`src/rtl/add16_pkg.sv`:
```
// Shared width and operand/result types for the 16-bit ripple adder.
package add16_pkg;

    localparam int ADD_WIDTH = 16;

    typedef logic [ADD_WIDTH-1:0] operand_t;

    typedef struct packed {
        logic     carry;
        operand_t sum;
    } result_t;

endpackage

```
`src/rtl/full_adder_1b.sv`:
```
// 1-bit full adder cell for the ripple chain.
// Latency: combinational. Backpressure: none.
// Has no storage and no flow control.
module full_adder_1b (
    input  logic a,
    input  logic b,
    input  logic cin,
    output logic s,
    output logic cout
);

    logic p;

    assign p    = a ^ b;
    assign s    = p ^ cin;
    assign cout = (a & b) | (cin & p);

endmodule

```
`src/rtl/add16_bits.sv`:
```
// Registered WIDTH-bit ripple-carry adder: {carry_out, sum} = a + b + carry_in.
// Latency: 1 cycle, 1 result per cycle. Backpressure: none, captures whenever in_valid is high.
// Optional overflow/zero flag outputs are built when ADD16_FLAGS_EN is defined.
module add16_bits
    import add16_pkg::*;
#(
    parameter int WIDTH = ADD_WIDTH
) (
    input  logic             clk,
    input  logic             rst_n,
    input  logic             in_valid,
    input  logic [WIDTH-1:0] a,
    input  logic [WIDTH-1:0] b,
    input  logic             carry_in,
    output logic             out_valid,
    output logic [WIDTH-1:0] sum,
    output logic             carry_out
`ifdef ADD16_FLAGS_EN
    ,
    output logic             overflow,
    output logic             zero
`endif
);

    logic [WIDTH:0]   carry;
    logic [WIDTH-1:0] s;

    assign carry[0] = carry_in;

    for (genvar i = 0; i < WIDTH; i++) begin : g_chain
        full_adder_1b u_fa (
            .a    (a[i]),
            .b    (b[i]),
            .cin  (carry[i]),
            .s    (s[i]),
            .cout (carry[i+1])
        );
    end

    always_ff @(posedge clk or negedge rst_n) begin
        if (!rst_n) begin
            out_valid <= 1'b0;
            sum       <= '0;
            carry_out <= 1'b0;
        end else begin
            out_valid <= in_valid;
            // Operands are only observed on valid cycles, so idle junk never reaches the outputs.
            if (in_valid) begin
                sum       <= s;
                carry_out <= carry[WIDTH];
            end
        end
    end

`ifdef ADD16_FLAGS_EN
    always_ff @(posedge clk or negedge rst_n) begin
        if (!rst_n) begin
            overflow <= 1'b0;
            zero     <= 1'b0;
        end else if (in_valid) begin
            // Signed overflow: carry into the sign bit differs from carry out of it.
            overflow <= carry[WIDTH] ^ carry[WIDTH-1];
            zero     <= (s == '0);
        end
    end
`endif

endmodule

```
`config.mk`:
```
export PLATFORM = sky130hd
export DESIGN_NAME = add16_bits
export DESIGN_NICKNAME = d
export VERILOG_FILES = /design/src/rtl/add16_pkg.sv /design/src/rtl/full_adder_1b.sv /design/src/rtl/add16_bits.sv
export SDC_FILE = /design/constraint.sdc
export NUM_CORES = 1
export LEC_CHECK = 0
export CORE_ASPECT_RATIO = 0.6
export CORE_MARGIN = 1
export CORE_UTILIZATION = 30
export CTS_CLUSTER_DIAMETER = 40
export CTS_CLUSTER_SIZE = 14
export DETAILED_ROUTE_END_ITERATION = 12
export PLACE_DENSITY = 0.72
export RECOVER_POWER = 25
export SYNTH_ARGS = -nofsm -noshare
export SYNTH_HDL_FRONTEND = slang
export SYNTH_SLANG_ARGS = --single-unit
```
`constraint.sdc`:
```
create_clock -name clk -period 2.2 [get_ports clk]
set_input_delay 0.22 -clock clk [delete_from_list [all_inputs] [get_ports clk]]
set_output_delay 0.22 -clock clk [all_outputs]
set_load 0.01 [all_outputs]
```
==> reports/metrics.cfg, run 1 <==
[status]
status=complete, but fails checks
violations=setup timing

[power_and_ir_drop]
leakagePower_nw=0.713
clkPwrFrac=0.195
switching_share=0.262
internal_power_mw=0.832
finalPower_mw=1.13
power_frac_seq=0.394
p_switching_mw=0.296
peakVddDrop_mv=0.308
combinationalPowerShare=0.411
power_density_nw_per_um2=659

[timing]
clock_skew_ps=0
max_freq_mhz=167
tightest_slew_ps=816
hold_violations=0
slew-limit-headroom=0.454
setup_tns_ps=-27000
finalCriticalPeriod_ps=5980
rsz0062_at_grt=yes
timing.final.crit_share=2.72
whs_ps=388
slew_viol_final=0
final-setup-viol-count=13
finalWorstSetupSlack_ps=-3780

[floorplanning]
placementRows=16
core_um2=3300
die_w_um=78.6
die_h_um=48.0
dieArea_um2=3770
ios=54
initial_utilization=0.320

[layout]
fin_cells=163
drive_gt1_frac=0.347
final_nets=172
final_area_um2=1710
mostFrequentLayoutCell=clkdlybuf4s50_1
syn_to_final_growth_pct=62.0
final_util=0.518
final_cell_mix=48 x clkdlybuf4s50_1, 18 x dfrtp_1, 15 x fa_2, 14 x mux2_4, 4 x inv_1
diodes=0

[place]
routabilityCongestion=0.714
pre_cts_slack_ps=-4440
placed_area_um2=1660
placed_cells=160
dp_hpwl_um=1700
portBuffers=53

[setup_path]
critical_path_arrival_ps=6150
worst_setup_path_end_kind=flip-flop
startpoint_type=input port
required_ps=2380
critPathLaunch=a[0]
crit_type=input port to flip-flop
crit_fanout=1
r2r_start=sum[3]

[clock_tree]
root_buffer=clkbuf_8
clk_pin_slew_ps=60
clk_latency_ps=250
clock_path_buffers=2
cts.sinks=18
htree_levels=1
cts_tree=built
cts_buffers=3

[yosys]
yosys_warnings=0
synthesis.area_um2=1060
syn_inst=63
synth_area_per_cell_um2=16.8
ys_ff_latch=18
synth_cell_types=7
synth_nets=115
seq_area_frac_synth=0.427

[global_route]
grt_pass1_wl_um=3460
antenna_found_initial=0
grt_pass1_vias=733
grt_overflow=0
grt_use_total=0.132
grt_max_degree=22

[routing]
wl_um=2100
post-route-drc-count=0
drt_iter0_markers=16
ant_nets=0
vias_per_cell=4.21
first_pass_iters=2
routedWlPerCell_um=12.9
vias=687

[job]
drv_cap=0

[hold_path]
hp-start=carry_in
hp-class=input port to flip-flop

## final timing paths
check                      cells past startpoint       to  slack, ps
setup / recovery                              21  sum[15]      -3780
hold / removal                                 3   sum[0]        390
setup reg to reg                               1   sum[3]       1440
hold reg to reg                                1   sum[0]        510
max in group asynchronous                      1  sum[14]       1180
min in group asynchronous                      1  sum[13]        510
## registers in the layout, summed over array words and instances, names as in the netlist
signal     count
sum           16
carry_out      1
out_valid      1
## routing by layer
metal,share of wire,track usage
met5,0,0
met4,0.0057,0.0333
met3,0.099,0.0648
met2,0.45,0.207
met1,0.44,0.166
## power groups by stage
stage                     Sequential, mW  Combinational [mW]  Clock (mW)
after floorplan                    0.482               0.170           0
after global placement             0.446               0.458           0
after detailed placement           0.450               0.466           0
after CTS                          0.445               0.470       0.235
after global routing               0.455               0.510       0.249
final                              0.444               0.464       0.220
## final cells by class
| class | instances | area (um^2) |
|---|---|---|
| Inverter | 7 | 26.3 |
| Fill cell | 292 | 1590 |
| Multi-Input combinational cell | 36 | 602 |
| Tap cell | 45 | 56.3 |
| Clock buffer | 3 | 41.3 |
| Timing Repair Buffer | 54 | 534 |
| Sequential cell | 18 | 450 |
## synthesized netlist by cell type
library cell | count | area share
dfrtp_1 | 18 | 0.43
mux2_4 | 14 | 0.20
inv_1 | 7 | 0.025
a21oi_1 | 3 | 0.014
fa_1 | 16 | 0.30
nor2_1 | 3 | 0.011
buf_6 | 2 | 0.021
## cells by family (layout without fill, tap and decap cells)
| family | Yosys count | after routing | share of synthesized area |
|---|---|---|---|
| AO/OA/AOI/OAI | 3 | 3 | 0.0142 |
| adder cells (fa/ha/maj) | 16 | 16 | 0.303 |
| buffers and inverters | 9 | 64 | 0.0462 |
| flip-flops | 18 | 18 | 0.427 |
| multiplexers | 14 | 14 | 0.199 |
| AND/OR/NAND/NOR | 3 | 3 | 0.0107 |
## repair_timing
action / in CTS / in global routing
buffers inserted: 0 / 0
pin swaps: 17 / 17
gates resized for setup: 16 / 3
setup endpoints to repair: 14 / 13
hold buffers: 0 / 0
## critical path: stages
cell	delay [ps]
buf_6	90
fa_2	380
fa_2	360
fa_2	340
fa_2	350
fa_2	350
fa_2	340
fa_2	350
fa_2	340
fa_2	360
inv_2	70
fa_2	190
inv_2	40
fa_2	340
fa_2	360
fa_2	340
fa_2	340
fa_2	350
inv_2	60
fa_1	420
a21oi_2	150
Note: power is estimated with default switching activity, not from simulation.
==> inputs of run 2 (changes only) <==
- PLACE_DENSITY: 0.72 -> 0.73
- SYNTH_HIERARCHICAL: not set -> 1
==> run 2 against run 1 <==
The run still ends with setup timing left. Non-clock buffer count unchanged. Flip-flop and latch count is the same. Clock skew is the same. Die area down 2.3%. Maximum frequency fell by 3.3%. Count of clock-buffer cells in the layout increased by 1. Hold slack improved by 11 ps. First-iteration DRC count down 88%. Register-to-register slack worse by 20 ps. Combinational power down 1%. Highest routed layer unchanged.
==> reports/metrics.cfg, run 2 <==
[status]
status=complete, but fails checks
violations=setup timing

[setup_path]
r2r_cells=1
r2r_start=sum[4]
crit_type=input port to flip-flop
crit_fanout=1
reg2reg_slack_ps=1420
critical_path_arrival_ps=6320
r2r-end=sum[4]
required_ps=2330
worst_setup_path_end_kind=flip-flop
startpoint_type=input port

[place]
routabilityCongestion=0.615
placed_area_um2=1630
pre_cts_slack_ps=-4640
dp_hpwl_um=1600
portBuffers=53
placed_cells=150

[layout]
fin_cells=154
top_regs=sum (16), carry_out (1), out_valid (1)
final_nets=162
top_register=sum
mostFrequentLayoutCell=clkdlybuf4s50_1
largest_register_ffs=16
syn_to_final_growth_pct=63.7
final_area_um2=1690
drive_gt1_frac=0.376
nFillCells=285
diodes=0
final_cell_mix=49 x clkdlybuf4s50_1, 18 x dfrtp_1, 16 x fa_2, 12 x mux2_4, 5 x mux2_2

[yosys]
synthesis.area_um2=1030
yosys_warnings=6
ys.flop_type=dfrtp_1
syn_inst=53
synth_area_leader_cell=dfrtp_1
seq_area_frac_synth=0.437
yosysMostFrequentCell=dfrtp_1
synth_commonest_cells=18 x dfrtp_1, 16 x fa_1, 10 x mux2_4
synth_area_leaders=dfrtp_1 44%, fa_1 31%, mux2_4 15%, mux2_2 7.6%, buf_12 1.9%
ys_ff_latch=18
synth_nets=105
synth_area_per_cell_um2=19.5
yosysTopAreaCellShare=0.437
async_flop_share=1.00
synth_cell_types=6
synth_edf_count=0

[clock_tree]
root_buffer=clkbuf_8
cts.sinks=18
clk_pin_slew_ps=60
clk_latency_ps=250
cts_buffers=3
htree_levels=1
cts_tree=built
clock_path_buffers=2

[global_route]
grt_overflow=0
grt_max_degree=19
grt_use_total=0.121
antenna_found_initial=0
grt_pass1_wl_um=3150
grt_pass1_vias=694

[power_and_ir_drop]
leakagePower_nw=0.675
combinationalPowerShare=0.392
power_density_nw_per_um2=693
internal_power_mw=0.874
power_frac_seq=0.385
p_switching_mw=0.295
finalPower_mw=1.17
switching_share=0.253
clkPwrFrac=0.223
peakVddDrop_mv=0.272

[routing]
drt_iter0_markers=2
wl_um=1920
vias=637
post-route-drc-count=0
vias_per_cell=4.14
ant_nets=0
first_pass_iters=2
routedWlPerCell_um=12.4

[timing]
clock_skew_ps=0
timing.final.crit_share=2.81
slew_viol_final=0
finalWorstSetupSlack_ps=-3980
finalCriticalPeriod_ps=6180
slew-limit-headroom=0.475
final-setup-viol-count=13
rsz0062_at_grt=yes
tightest_slew_ps=785
hold_violations=0
max_freq_mhz=162

[floorplanning]
initial_utilization=0.316
core_um2=3260
placementRows=16
die_w_um=77.7
ios=54
die_h_um=47.4
dieArea_um2=3680

[hold_path]
hold_depth=3
worstHoldEndpoint=sum[0]
hp-class=input port to flip-flop
hp-start=a[0]

[job]
drv_cap=0

==> run 2: cell count changes in the layout (fill, tap and decap cells not counted), sizes merged, moves of 3 or more <==
cell / previous run / this run
inv: 7 / 0
nor2: 3 / 0
mux2: 14 / 17
a21oi: 3 / 0
==> run 2: repair_timing <==
action,4_1_cts,5_1_grt
setup buffers,0,0
gates resized for setup,15,0
hold buffers,0,0
setup endpoints to repair,14,13
==> run 2: cell type report <==
cell class              instances  area (um^2)  area share
clock buffers                   4         55.1      0.0326
multi-input cells              33          597       0.354
repair buffers                 54          529       0.314
flip-flops and latches         18          450       0.267
well taps                      45         56.3      0.0334
==> run 2: how the worst max path moves through the flow <==
stage          start       to  cells past startpoint
2_1_floorplan   a[0]  sum[15]                     17
3_3_place_gp    a[0]  sum[15]                     18
3_5_place_dp    a[0]  sum[15]                     18
4_1_cts         a[0]  sum[15]                     18
5_1_grt         a[0]  sum[15]                     18
6_report        a[0]  sum[15]                     18
==> run 2: cells by family after synthesis <==
family	after synthesis	synth area share
fa+ha+maj	16	0.311
buf+inv	2	0.0303
flops	18	0.437
mux	17	0.222
==> run 2: layer usage <==
| metal | vias up | global-route usage | wire length, um |
|---|---|---|---|
| met5 | - | 0 | 0 |
| met1 | 316 | 0.151 | 853 |
| met2 | 30 | 0.189 | 889 |
| met4 | 0 | 0.0340 | 9 |
| li1 | 289 | - | - |
| met3 | 2 | 0.0610 | 163 |
==> run 2: power groups by stage <==
stage	registers, mW	clock network [mW]	logic (mW)
floorplan	0.487	0	0.160
global placement	0.454	0	0.453
detailed placement	0.452	0	0.464
CTS	0.451	0.276	0.469
global route	0.458	0.286	0.500
finish	0.450	0.261	0.458
==> run 2: stage by stage <==
stage	TNS, ps	hold slack, ps	util
finish	-28230	400	0.517
global route	-29370	409	0.517
global placement	-36570	491	0.501
CTS	-28440	392	0.517
detailed placement	-37180	495	0.501
floorplan	-28810	-75.6	-
==> run 2: critical path: stages <==
cell    delay (ps)
buf_6           90
fa_2           380
fa_2           370
fa_2           350
fa_2           350
fa_2           340
fa_2           350
fa_2           350
fa_2           350
fa_2           360
fa_2           360
fa_2           370
fa_2           380
fa_2           350
fa_2           340
fa_2           340
fa_2           400
mux2_2         270
